[src/rtl/ibex_tlul_host_arb.sv]
// Merges the Ibex instruction (h0) and data (h1) TL-UL host ports onto one xbar host link.
// Define IBEX_TLUL_HOST_ARB_STATS_EN to add saturating per-host A-handshake counters.
module ibex_tlul_host_arb #(
  parameter int unsigned MaxOutstanding = 2,
  parameter bit          RoundRobin     = 1'b1
) (
  input  logic        clk_i,
  input  logic        rst_ni,
  // h2d: {a_valid, a_opcode[2:0], a_param[2:0], a_size[1:0], a_source[7:0],
  //       a_address[31:0], a_mask[3:0], a_data[31:0], d_ready}
  input  logic [85:0] tl_h0_i,
  // d2h: {d_valid, d_opcode[2:0], d_param[2:0], d_size[1:0], d_source[7:0],
  //       d_sink, d_data[31:0], d_error, a_ready}
  output logic [51:0] tl_h0_o,
  input  logic [85:0] tl_h1_i,
  output logic [51:0] tl_h1_o,
  output logic [85:0] tl_o,
  input  logic [51:0] tl_i,
  output logic        err_o
`ifdef IBEX_TLUL_HOST_ARB_STATS_EN
  ,
  output logic [15:0] stat_h0_o,
  output logic [15:0] stat_h1_o
`endif
);

  localparam int unsigned TL_AIW = 8;
  localparam int unsigned A_LO_W = 32 + 4 + 32;
  localparam int unsigned D_LO_W = 1 + 32 + 1;
  localparam int unsigned CW     = $clog2(MaxOutstanding + 1);
  localparam logic [CW-1:0] CNT_MAX = CW'(MaxOutstanding);

  logic [85:0]        h_req      [2];
  logic [51:0]        h_rsp      [2];
  logic [7:0]         h_a_hi     [2];
  logic [TL_AIW-1:0]  h_a_source [2];
  logic [A_LO_W-1:0]  h_a_lo     [2];
  logic [CW-1:0]      host_cnt   [2];
  logic [1:0]         h_a_valid, h_d_ready, h_a_ready, h_d_valid;
  logic [1:0]         eligible, src_bad, d_hs;

  logic               x_d_valid, x_a_ready;
  logic [7:0]         x_d_hi;
  logic [TL_AIW-1:0]  x_d_source;
  logic [D_LO_W-1:0]  x_d_lo;

  logic d_host, orphan, arb_sel, sel, a_valid_out, a_hs;
  logic lock_reg, lock_next, sel_reg, last_reg;

  assign h_req[0] = tl_h0_i;
  assign h_req[1] = tl_h1_i;
  assign tl_h0_o  = h_rsp[0];
  assign tl_h1_o  = h_rsp[1];

  assign {x_d_valid, x_d_hi, x_d_source, x_d_lo, x_a_ready} = tl_i;

  // The source MSB names the issuing host; a response for a host with nothing
  // outstanding cannot belong to it and is swallowed.
  assign d_host = x_d_source[TL_AIW-1];
  assign orphan = x_d_valid && (host_cnt[d_host] == '0);

`ifdef IBEX_TLUL_HOST_ARB_STATS_EN
  logic [15:0] host_stat [2];
  assign stat_h0_o = host_stat[0];
  assign stat_h1_o = host_stat[1];
`endif

  genvar gi;
  generate
    for (gi = 0; gi < 2; gi++) begin : g_host
      logic          a_inc;
      logic [CW-1:0] cnt_reg, cnt_next;

      assign {h_a_valid[gi], h_a_hi[gi], h_a_source[gi], h_a_lo[gi], h_d_ready[gi]} = h_req[gi];

      assign eligible[gi]  = h_a_valid[gi] && (cnt_reg < CNT_MAX);
      assign src_bad[gi]   = h_a_valid[gi] && h_a_source[gi][TL_AIW-1];
      assign h_a_ready[gi] = x_a_ready && a_valid_out && (sel == 1'(gi));
      assign h_d_valid[gi] = x_d_valid && !orphan && (d_host == 1'(gi));
      assign d_hs[gi]      = h_d_valid[gi] && h_d_ready[gi];

      assign h_rsp[gi] = {h_d_valid[gi], x_d_hi, 1'b0, x_d_source[TL_AIW-2:0],
                          x_d_lo, h_a_ready[gi]};

      // A and D handshakes in the same cycle cancel; eligibility and the orphan
      // filter keep the counter inside 0..MaxOutstanding.
      assign a_inc    = a_hs && (sel == 1'(gi));
      assign cnt_next = (a_inc && !d_hs[gi]) ? cnt_reg + CW'(1) :
                        (!a_inc && d_hs[gi]) ? cnt_reg - CW'(1) : cnt_reg;

      always_ff @(posedge clk_i or negedge rst_ni) begin
        if (!rst_ni) begin
          cnt_reg <= '0;
        end else begin
          cnt_reg <= cnt_next;
        end
      end

      assign host_cnt[gi] = cnt_reg;

`ifdef IBEX_TLUL_HOST_ARB_STATS_EN
      logic [15:0] stat_reg;
      always_ff @(posedge clk_i or negedge rst_ni) begin
        if (!rst_ni) begin
          stat_reg <= '0;
        end else if (a_inc && (stat_reg != 16'hFFFF)) begin
          stat_reg <= stat_reg + 16'd1;
        end
      end
      assign host_stat[gi] = stat_reg;
`endif
    end
  endgenerate

  always_comb begin
    arb_sel = 1'b0;
    if (eligible == 2'b11) begin
      arb_sel = RoundRobin ? !last_reg : 1'b1;
    end else if (eligible[1]) begin
      arb_sel = 1'b1;
    end
  end

  // A stalled request keeps its grant so the A channel stays stable.
  assign sel         = lock_reg ? sel_reg : arb_sel;
  assign a_valid_out = eligible[sel];
  assign a_hs        = a_valid_out && x_a_ready;
  assign lock_next   = a_valid_out && !x_a_ready;

  always_ff @(posedge clk_i or negedge rst_ni) begin
    if (!rst_ni) begin
      lock_reg <= 1'b0;
      sel_reg  <= 1'b0;
      last_reg <= 1'b1;
    end else begin
      lock_reg <= lock_next;
      if (lock_next) begin
        sel_reg <= sel;
      end
      if (a_hs) begin
        last_reg <= sel;
      end
    end
  end

  assign tl_o = {a_valid_out, h_a_hi[sel], sel, h_a_source[sel][TL_AIW-2:0],
                 h_a_lo[sel], orphan || h_d_ready[d_host]};

  assign err_o = (|src_bad) || orphan;

endmodule

[config.mk]
export PLATFORM = sky130hd
export DESIGN_NAME = ibex_tlul_host_arb
export DESIGN_NICKNAME = d
export VERILOG_FILES = /design/src/rtl/ibex_tlul_host_arb.sv
export SDC_FILE = /design/constraint.sdc
export NUM_CORES = 1
export LEC_CHECK = 0
export ABC_AREA = 1
export ABC_CLOCK_PERIOD_IN_PS = 1800
export BUFFER_PORTS_ARGS = -buffer_cell sky130_fd_sc_hd__buf_2
export CAP_MARGIN = 25
export CORE_AREA = 2 2 163 165
export CTS_CLUSTER_DIAMETER = 50
export DETAILED_ROUTE_END_ITERATION = 8
export DIE_AREA = 0 0 165 167
export PLACE_DENSITY = 0.34
export SYNTH_ARGS = -nofsm -noshare
export SYNTH_HDL_FRONTEND = slang
export SYNTH_SLANG_ARGS = --single-unit
[constraint.sdc]
create_clock -name clk_i -period 1.8 [get_ports clk_i]
set_clock_uncertainty 0.05 [all_clocks]
set_input_delay 0.54 -clock clk_i [delete_from_list [all_inputs] [get_ports clk_i]]
set_output_delay 0.54 -clock clk_i [all_outputs]
set_load 0.1 [all_outputs]
Word-level counts from Yosys, hierarchy flattened

Cells that the tools add are included.

Register bits: 7
Input bits: 226
Word-level logic and storage cells: 74
Output and inout bits: 191

Multiplexer cells: 23
$add $sub $neg: 4
$lt $le $gt $ge: 6
Reduce and logical (&&, ||, !) cells: 31
Bitwise gates (word level): 4
Eq/ne operators: 1

Operators with widths:

| operator              | number |
|---|---|
| $mux W68              | 3 |
| $mux W8               | 3 |
| $mux W7               | 3 |
| $logic_and A1 B1 Y1   | 18 |
| $mux W2               | 7 |
| $logic_not A1 Y1      | 7 |
| $mux W1               | 7 |
| $add A2 B1 Y2 const B | 2 |
| $ge A2 B2 Y1 const B  | 2 |
| $lt A1 B2 Y1 const B  | 2 |
| $lt A2 B2 Y1 const B  | 2 |
| $not A1 Y2            | 2 |
| $reduce_bool A2 Y1    | 2 |
| $sub A2 B1 Y2 const B | 2 |
| $eq A2 B2 Y1 const B  | 1 |
| $logic_not A2 Y1      | 1 |
| $logic_or A1 B1 Y1    | 2 |
| $not A1 Y1            | 2 |
| $reduce_or A2 Y1      | 1 |

Longest topological paths before layout

Gate-level depths: netlist of the first run.

Depth after elaboration: 13
Mapped depth: 13
Gate-level depth less buffers: 12

Least setup slack after synthesis of the first run

No wires, ideal clock.

Path kind: input port to output port
Start point: input tl_h1_i[85]
End point: output tl_o[10]
Buffers on the path: 2
Data arrival time: 1.845 ns
Slack: -0.635 ns
Data required time: 1.210 ns
Cell stages on the path: 8
Cells stage by stage: nand2_1 > nor2_1 > nand2_1 > nand2_2 > buf_4 > buf_4 > nand2_1 > nand2_1

Longest elaborated chain between the ends: 8
Elaborated cells between the ends (all ways): 9

Ends and longest elaborated chain:

| what                                          | line     | source |
|---|---|---|
| from (decl)                                   | 15       | `input logic [85:0] tl_h1_i,` |
| $logic_and A1 B1 Y1 *                         | 76       | `assign eligible[gi] = h_a_valid[gi] && (cnt_reg < CNT_MAX);` |
| $eq A2 B2 Y1 or $mux W1 (tied branches)       | 117, 119 |  |
| $mux W1 *                                     | 117      | `if (eligible == 2'b11) begin` |
| $mux W1 *                                     | 125      | `assign sel = lock_reg ? sel_reg : arb_sel;` |
| $not A1 Y2 (not written as such) *            | 147      | `h_a_lo[sel], orphan \|\| h_d_ready[d_host]};` |
| $mux W68 (not written as such) * (3 in a row) | 147      |  |
| to (decl)                                     | 17       | `output logic [85:0] tl_o,` |

Every way passes the cells marked *; elsewhere a longest branch is shown, timed or not. The select of a mux whose other input is x is not followed.

Worst setup path in the final report of the first run

Start point: register last_reg
End point: output tl_o[17]

Longest elaborated chain between the ends: 7

Ends and longest elaborated chain:

| what                                        | line | source |
|---|---|---|
| from (decl)                                 | 48   | `logic lock_reg, lock_next, sel_reg, last_reg;` |
| from (signal assigned)                      | 141  | `last_reg <= sel;` |
| $logic_not A1 Y1                            | 118  | `arb_sel = RoundRobin ? !last_reg : 1'b1;` |
| $mux W1                                     | 117  |  |
| $mux W1                                     | 125  |  |
| $not A1 Y2 (not written as such)            | 147  |  |
| $mux W68 (not written as such) (3 in a row) | 147  |  |

Every way passes these cells. The select of a mux whose other input is x is not followed.

==> results.json, run 1 <==
{
  "status": "finished, violations left",
  "failed_checks": "negative setup slack",
  "worstPathArrival_ns": 1.78,
  "pre_cts_ws_ns": -0.6353,
  "wire_per_inst_um": 12.77,
  "die_h_um": 167,
  "slowest_stage": "dfstp_2",
  "grt_pass1_wl_um": 18320,
  "syn_inst": 438,
  "power.density_mw_per_mm2": 1542,
  "num_io_pins": 417,
  "critical_path.max_fanout": 6,
  "syn_area_per_cell_um2": 5.313,
  "vias": 3303,
  "timing.rr.start": "last_reg$_DFFE_PN1N_",
  "io_buffer_count": 267,
  "clk_latency_ns": 0.23,
  "syn_area_mm2": 0.002327,
  "hold_viol_final": 0,
  "setup_ws_ns": -0.5681,
  "grt_start_max_net_pins": 22,
  "cts_sinks": 7,
  "clk_transition_reported_paths_ns": 0.03,
  "cp-startpoint": "last_reg$_DFFE_PN1N_",
  "endpoint_kind": "output pin",
  "cellLeakagePower_nw": 3.502,
  "rsz0062_at_grt": "yes",
  "setup_violations": 95,
  "ys_seq_area_share_pct": 7.581,
  "crit_top_cell": "buf_12",
  "slowest_delay_ns": 0.53,
  "wl_um": 12590,
  "dieArea_mm2": 0.02756,
  "worst_ep_required_time_ns": 1.21,
  "crit_family": "buffers and inverters",
  "path_buf_inv": 5,
  "drc": 0,
  "antenna_found_initial": 0,
  "yosys_warnings": 0,
  "placed_cell_area_mm2": 0.006948,
  "drive_gt1_share_pct": 92.78,
  "path_class": "flip-flop to output pin",
  "hold_path.class": "primary input to async pin",
  "dp_hpwl_um": 10660,
  "design_area_mm2": 0.007750,
  "grt_pass1_vias": 3442,
  "final_cell_mix": "buf_2, nand2_2, buf_12",
  "critPathLaunchType": "flip-flop",
  "core_mm2": 0.02576,
  "post-route-util_pct": 30.08,
  "avgViaCountPerCell": 3.350,
  "fin_crit_ns": 2.368,
  "gp_congestion": 0.7039,
  "drtPass1Iterations": 3,
  "overflow": 0,
  "cp_cell_sequence": "nand3_2 -> nand2_4 -> nand2_8 -> buf_12 -> inv_16 -> buf_12 -> buf_6 -> nand2_4 -> nand2_8 -> buf_12",
  "insertedDiodeCount": 0,
  "root_buffer": "clkbuf_16",
  "clock.fmax_mhz": 422.3,
  "cap_viol_max_count": 0,
  "area_delta_synth_final_pct": 233.0,
  "postRouteAntennaNets": 0,
  "ir_drop_uv": 947.9,
  "cts.path.max_buffers": 2,
  "die_w_um": 165,
  "whs_ns": 0.09121,
  "tns_ns": -43.74,
  "grt_use_total_pct": 8.348,
  "numCtsBuffers": 3,
  "ys_types": 19,
  "largest_reg_flops": 4,
  "row_count": 59,
  "nNetsFinal": 880,
  "final_common_cell": "buf_2",
  "cts_tree": "yes",
  "synth-seq-cells": 7,
  "initial_core_util_pct": 9.033,
  "period_share_pct": 131.6,
  "cts_max_level": 1,
  "drt_iter0_markers": 39,
  "slew_violations": 0,
  "holdBufCountCts": 0
}
synthesized netlist by cell type:
cell type    n  area [µm²]
buf_2        6       30.03
ha_1         2       25.02
clkinv_1     1       3.750
dfstp_2      1       26.28
nand4_1      3       18.77
xor2_1       2       17.52
nand2_2      1       6.260
o21ai_0      2       10.01
inv_2        2       7.510
buf_4      109       818.3
buf_6        7       78.83
xnor2_1      2       17.52
nor2_1       2       7.510
dfrtp_1      6       150.1
conb_1       1       3.750
inv_1       12       45.04
a21oi_1      2       10.01
nand2_1    268        1006
nand3_1      9       45.04
report_power, final:
| part | internal (mW) | switching (mW) | leakage, nW |
|---|---|---|---|
| registers | 0.223 | 0.0428 | 0.0838 |
| clock network | 0.294 | 0.0773 | 0.0382 |
| logic | 4.34 | 6.97 | 3.38 |
worst reg2reg max path, delay by kind of cell (launching register included):
family                     cells  cell delay, ns
AOI/OAI and AO/OA              2            0.17
buffers and inverters          4            0.46
xor gates and xnor gates       1            0.15
DFF                            1            0.53
and+or+nand+nor                4            0.39
adders and majority gates      1            0.20
worst paths after layout:
path | slack [ns] | endpoint | cells past startpoint
max | -0.57 | tl_o[17] | 10
min | 0.09 | g_host[1].cnt_reg[1]$_DFFE_PN0P_ | 1
max reg2reg | -0.26 | g_host[0].cnt_reg[1]$_DFFE_PN0P_ | 12
min reg2reg | 0.41 | g_host[1].cnt_reg[0]$_DFFE_PN0P_ | 1
max in group asynchronous | 1.38 | last_reg$_DFFE_PN1N_ | 1
min in group clk_i | 0.41 | g_host[1].cnt_reg[0]$_DFFE_PN0P_ | 1
stage by stage:
step / power [mW] / std cells
2_1_floorplan: 8.400 / 439
3_3_place_gp: 10.84 / 966
3_5_place_dp: 10.83 / 966
4_1_cts: 11.70 / 980
5_1_grt: 12.42 / 986
6_report: 11.95 / 986
per-layer routing:
| layer | routed length [µm] | vias to the layer above | global-route usage [%] | share of wire [%] |
|---|---|---|---|---|
| met4 | 111 | 0 | 1.588 | 0.88 |
| met3 | 1247 | 30 | 2.067 | 9.9 |
| li1 | - | 1632 | - | - |
| met2 | 6950 | 175 | 15.80 | 55 |
| met1 | 4279 | 1466 | 9.337 | 34 |
| met5 | 0 | - | 0 | 0 |
repair_timing:
item | CTS | global route
cloned | 2 | 3
gates resized for setup | 88 | 53
endpoints found under the setup margin | 95 | 95
pin swaps | 12 | 24
setup buffers | 8 | 4
logic make-up after synthesis:
logic type	after synthesis	share of synthesized area, %
xor+xnor	4	1.506
fa+ha+maj	2	1.075
buf+inv	137	42.26
simple gates	283	46.56
flops	7	7.581
compound gates	4	0.8602
other cells	1	0.1611
area by class of cell:
| cell class | count | area [µm²] |
|---|---|---|
| clock buffer | 4 | 78.83 |
| fill | 2689 | 18010 |
| inverter | 15 | 83.83 |
| multi-input combinational | 295 | 3460 |
| sequential | 7 | 176.4 |
| tap | 335 | 419.2 |
| timing repair buffer | 329 | 3512 |
| timing repair inverter | 1 | 20.02 |
(Power assumes the default switching activity.)
==> run 2, diff against run 1 <==
ABC_CLOCK_PERIOD_IN_PS = 3000   (was 1800)
PLACE_DENSITY = 0.33   (was 0.34)
clock period = 3 ns   (was 1.8 ns; I/O delays follow)
==> run 2 against run 1 <==
Largest power group unchanged. Count of clock-buffer cells in the layout unchanged. The flow still finishes with violations (negative setup slack). Clock power is 39% lower. Highest routed layer is now met5. Critical path type is now primary input to output pin. Wire length is 4.5% lower. Worst setup slack improved by 0.56 ns. First-iteration DRC count increased by 18%.
==> results.json, run 2 (synthesis results as in run 1) <==
{
  "status": "finished, violations left",
  "failed_checks": "negative setup slack",
  "design_area_mm2": 0.005554,
  "whs_ns": 0.4185,
  "met1_length_um": 4068,
  "cellLeakagePower_nw": 2.909,
  "die_w_um": 165,
  "pre_cts_ws_ns": -0.1014,
  "placed_cell_area_mm2": 0.005029,
  "place_inst": 946,
  "critical_path.max_fanout": 6,
  "holdBufCountCts": 0,
  "nFillCells": 2864,
  "core_mm2": 0.02576,
  "cap_viol_max_count": 0,
  "largest_reg_flops": 4,
  "gp_congestion": 0.7187,
  "drtPass1Iterations": 4,
  "cts.path.max_buffers": 2,
  "drt_iter0_markers": 46,
  "initial_core_util_pct": 9.033,
  "worstPathArrival_ns": 2.06,
  "wire_per_inst_um": 12.53,
  "endpoint_kind": "output pin",
  "ff_latch_area_um2": 176.4,
  "slew_violations": 0,
  "setup_violations": 3,
  "die_h_um": 167,
  "hold_viol_final": 0,
  "row_count": 59,
  "cts_max_level": 1,
  "tns_ns": -0.01758,
  "postRouteAntennaNets": 0,
  "grt_use_total_pct": 7.651,
  "overflow": 0,
  "clock.fmax_mhz": 332.4,
  "clk_transition_reported_paths_ns": 0.03,
  "nNetsFinal": 853,
  "io_buffer_count": 267,
  "layoutNonFillerInstCount": 959,
  "critPathLaunchType": "primary input",
  "top_layer_used": "met5",
  "cts_sinks": 7,
  "dieArea_mm2": 0.02756,
  "path_class": "primary input to output pin",
  "worst_ep_required_time_ns": 2.05,
  "grt_start_max_net_pins": 46,
  "clk_latency_ns": 0.23,
  "area_delta_synth_final_pct": 138.7,
  "cts_tree": "yes",
  "rsz0062_at_grt": "yes",
  "final_cell_mix": "buf_2, nand2_1, buf_12",
  "ir_drop_uv": 425.0,
  "fin_crit_ns": 3.009,
  "numCtsBuffers": 3,
  "num_io_pins": 417,
  "drc": 0,
  "dp_hpwl_um": 9733,
  "multi_input_area_mm2": 0.001610,
  "root_buffer": "clkbuf_16",
  "avgViaCountPerCell": 3.274,
  "period_share_pct": 100.3,
  "p_total_mw": 5.790,
  "dr_wl_met2_um": 6291,
  "post-route-util_pct": 21.56,
  "grt_pass1_vias": 3084,
  "drive_gt1_share_pct": 67.47,
  "final_common_cell": "buf_2",
  "antenna_found_initial": 1,
  "setup_ws_ns": -0.008750,
  "vias": 3140,
  "grt_pass1_wl_um": 16450,
  "wl_um": 12020,
  "r2r_slack_ns": 0.75,
  "power.density_mw_per_mm2": 1043,
  "hold_path.class": "flip-flop to flip-flop",
  "route.met3.wl_um": 1313,
  "insertedDiodeCount": 0
}
run 2: timing repair:
action | 4_1_cts | 5_1_grt
pin swaps | 8 | 14
setup buffers | 3 | 4
gates resized for setup | 38 | 33
endpoints found under the setup margin | 85 | 79
hold endpoints to repair | 0 | 0
gates cloned | 3 | 2
run 2: worst paths after layout:
kind | from | to | cells after the start
max in group asynchronous | rst_ni | last_reg$_DFFE_PN1N_ | 1
min reg2reg | g_host[1].cnt_reg[0]$_DFFE_PN0P_ | g_host[1].cnt_reg[0]$_DFFE_PN0P_ | 1
min in group asynchronous | rst_ni | g_host[1].cnt_reg[0]$_DFFE_PN0P_ | 1
max | tl_h1_i[85] | tl_o[79] | 12
min | g_host[1].cnt_reg[0]$_DFFE_PN0P_ | g_host[1].cnt_reg[0]$_DFFE_PN0P_ | 1
max reg2reg | last_reg$_DFFE_PN1N_ | g_host[0].cnt_reg[1]$_DFFE_PN0P_ | 12
run 2: critical path, cell delays in order:
cell and delay [ns]:
buf_8 0.09, nand2_8 0.05, nor2_4 0.07, nand2_2 0.07, nand2_4 0.12, inv_6 0.06
buf_12 0.14, buf_12 0.13, buf_12 0.14, nand2_4 0.06, nand2_4 0.05, buf_12 0.16
run 2: layout make-up:
class                           instances  area share, %
Timing Repair Buffer                  303          57.76
Tap cell                              335          7.547
Inverter                               15          1.104
Multi-Input combinational cell        295          28.99
Clock buffer                            4          1.419
Sequential cell                         7          3.176
run 2: power by group:
part	internal [mW]	total, mW	switching, mW
clock	0.177	0.226	0.0490
combinational	1.93	5.41	3.48
sequential	0.134	0.155	0.0208
run 2: per-layer routing:
layer  vias up  GRT usage [%]
met1      1336          7.727
met3        40          2.814
met2       188          14.40
li1       1574              -
met4         2          2.306
met5         -              0
==> run 3, diff against run 2 <==
ABC_CLOCK_PERIOD_IN_PS = 3100   (was 3000)
clock period = 3.1 ns   (was 3 ns; I/O delays follow)
==> run 3 against run 2 <==
The flow now finishes without violations. Die area stayed put. Combinational power is 2% lower. Worst setup slack better by 0.062 ns. Flip-flop and latch count stayed put. Via count is 0.48% lower. Sequential power is 4% lower. Largest cell class unchanged. Largest power group unchanged.
==> results.json, run 3 (synthesis results as in run 1) <==
{
  "p_total_mw": 5.690,
  "io_buffer_count": 267,
  "dp_hpwl_um": 9494,
  "placed_cell_area_mm2": 0.004833,
  "overflow": 0,
  "critPathLaunchType": "primary input",
  "path_class": "primary input to output pin",
  "holdBufCountCts": 0,
  "design_area_mm2": 0.005575,
  "wire_per_inst_um": 14.54,
  "die_w_um": 165,
  "ir_drop_uv": 393.4,
  "cts_sinks": 7,
  "nNetsFinal": 847,
  "cellLeakagePower_nw": 2.953,
  "combPwrFrac_pct": 93.5,
  "clk_latency_ns": 0.23,
  "hold_viol_final": 0,
  "fin_crit_ns": 3.047,
  "layoutNonFillerInstCount": 953,
  "cts_max_level": 1,
  "clock.fmax_mhz": 328.2,
  "dieArea_mm2": 0.02756,
  "largest_reg_flops": 4,
  "multi_input_area_mm2": 0.001594,
  "seqPwrFrac_pct": 2.6,
  "worst_ep_required_time_ns": 2.12,
  "nFillCells": 2860,
  "cp-startpoint": "tl_h1_i[85]",
  "min_from": "g_host[1].cnt_reg[0]$_DFFE_PN0P_",
  "core_mm2": 0.02576,
  "switchingPower_mw": 3.510,
  "sw_frac_of_total_pct": 61.68,
  "worstPathArrival_ns": 2.07,
  "insertedDiodeCount": 0,
  "final_cell_mix": "buf_2, nand2_1, buf_12",
  "postRouteAntennaNets": 0,
  "p_int_mw": 2.180,
  "grt_pass1_wl_um": 15920,
  "initial_core_util_pct": 9.033,
  "ff_latch_area_um2": 176.4,
  "setup_ws_ns": 0.05281,
  "period_share_pct": 98.30,
  "pre_cts_ws_ns": -0.03541,
  "drc": 0,
  "hold_path.class": "flip-flop to flip-flop",
  "critical_path.max_fanout": 7,
  "place_inst": 926,
  "cts_tree": "yes",
  "endpoint_kind": "output pin",
  "grt_use_total_pct": 7.389,
  "grt_pass1_vias": 3041,
  "clk_transition_reported_paths_ns": 0.04,
  "setup_violations": 0,
  "num_io_pins": 417,
  "area_delta_synth_final_pct": 139.6,
  "drt_iter0_markers": 85,
  "row_count": 59,
  "avgViaCountPerCell": 3.279,
  "cap_viol_max_count": 0,
  "die_h_um": 167,
  "slew_violations": 0,
  "power.share.clock_pct": 3.9,
  "rsz0062_at_grt": "yes",
  "timing.rr.start": "g_host[1].cnt_reg[1]$_DFFE_PN0P_",
  "wl_um": 13850,
  "gp_congestion": 0.7195,
  "grt_start_max_net_pins": 47,
  "power.density_mw_per_mm2": 1021,
  "cts.path.max_buffers": 2,
  "drive_gt1_share_pct": 68.45,
  "drtPass1Iterations": 4,
  "numCtsBuffers": 3,
  "final_common_cell": "buf_2",
  "status": "complete, no violations",
  "antenna_found_initial": 1,
  "root_buffer": "clkbuf_16",
  "vias": 3125
}
-- run 3: cell count changes in the layout (fill, tap and decap cells not counted), sizes merged --
cell    before  now
buf        300  288
clkbuf       5   13
bufbuf       2    0
clkinv       1    2
inv         14   13
-- run 3: worst max-delay path, cell delays in order --
cell       delay, ns
buf_8           0.08
nand2_4         0.05
nor2_4          0.10
nand2_2         0.08
nand2_4         0.16
buf_12          0.18
clkbuf_16       0.18
nand2_4         0.06
nand2_4         0.06
buf_12          0.17
-- run 3: path summary, 6_finish.rpt --
path,to,slack [ns],cells after the start
max,tl_o[52],0.05,10
min,g_host[1].cnt_reg[0]$_DFFE_PN0P_,0.41,1
max reg2reg,g_host[1].cnt_reg[1]$_DFFE_PN0P_,0.90,13
min reg2reg,g_host[1].cnt_reg[0]$_DFFE_PN0P_,0.41,1
max in group asynchronous,last_reg$_DFFE_PN1N_,2.29,1
min in group asynchronous,g_host[1].cnt_reg[0]$_DFFE_PN0P_,0.48,1
-- run 3: what timing repair did --
action | 4_1_cts | 5_1_grt
gates cloned | 0 | 15
pin swaps | 0 | 43
setup endpoints to repair | 38 | 84
hold endpoints to repair | 0 | 0
resized for setup | 0 | 82
setup buffers | 0 | 8
-- run 3: power by group through the flow --
stage | Clock, mW | Combinational [mW] | Sequential, mW
5_1_grt | 0.230 | 5.55 | 0.153
3_3_place_gp | 0 | 4.81 | 0.150
6_report | 0.220 | 5.32 | 0.149
2_1_floorplan | 0 | 3.67 | 0.146
3_5_place_dp | 0 | 4.81 | 0.149
4_1_cts | 0.223 | 4.81 | 0.148
-- run 3: stage by stage --
stage / setup TNS [ns] / utilization (%) / hold WS [ns]
after global routing: -0.6689 / 21.64 / 0.4380
after global placement: -0.4766 / 18.76 / 0.4088
after floorplan: 0 / - / 0.3924
after detailed placement: -0.2975 / 18.76 / 0.4099
final: 0 / 21.64 / 0.4126
after CTS: -0.4016 / 19.07 / 0.4150
-- run 3: area by class of cell --
class,count,area share (%)
Tap cell,335,7.518
Sequential cell,7,3.164
Inverter,15,1.234
Multi-Input combinational cell,295,28.59
Timing Repair Buffer,297,58.08
Clock buffer,4,1.414
-- run 3: routing by layer --
| layer | share of wire (%) | global-route usage, % |
|---|---|---|
| met5 | 0 | 0 |
| met4 | 3.1 | 2.911 |
| met3 | 9.2 | 2.192 |
| met2 | 53 | 14.04 |
| met1 | 35 | 7.397 |
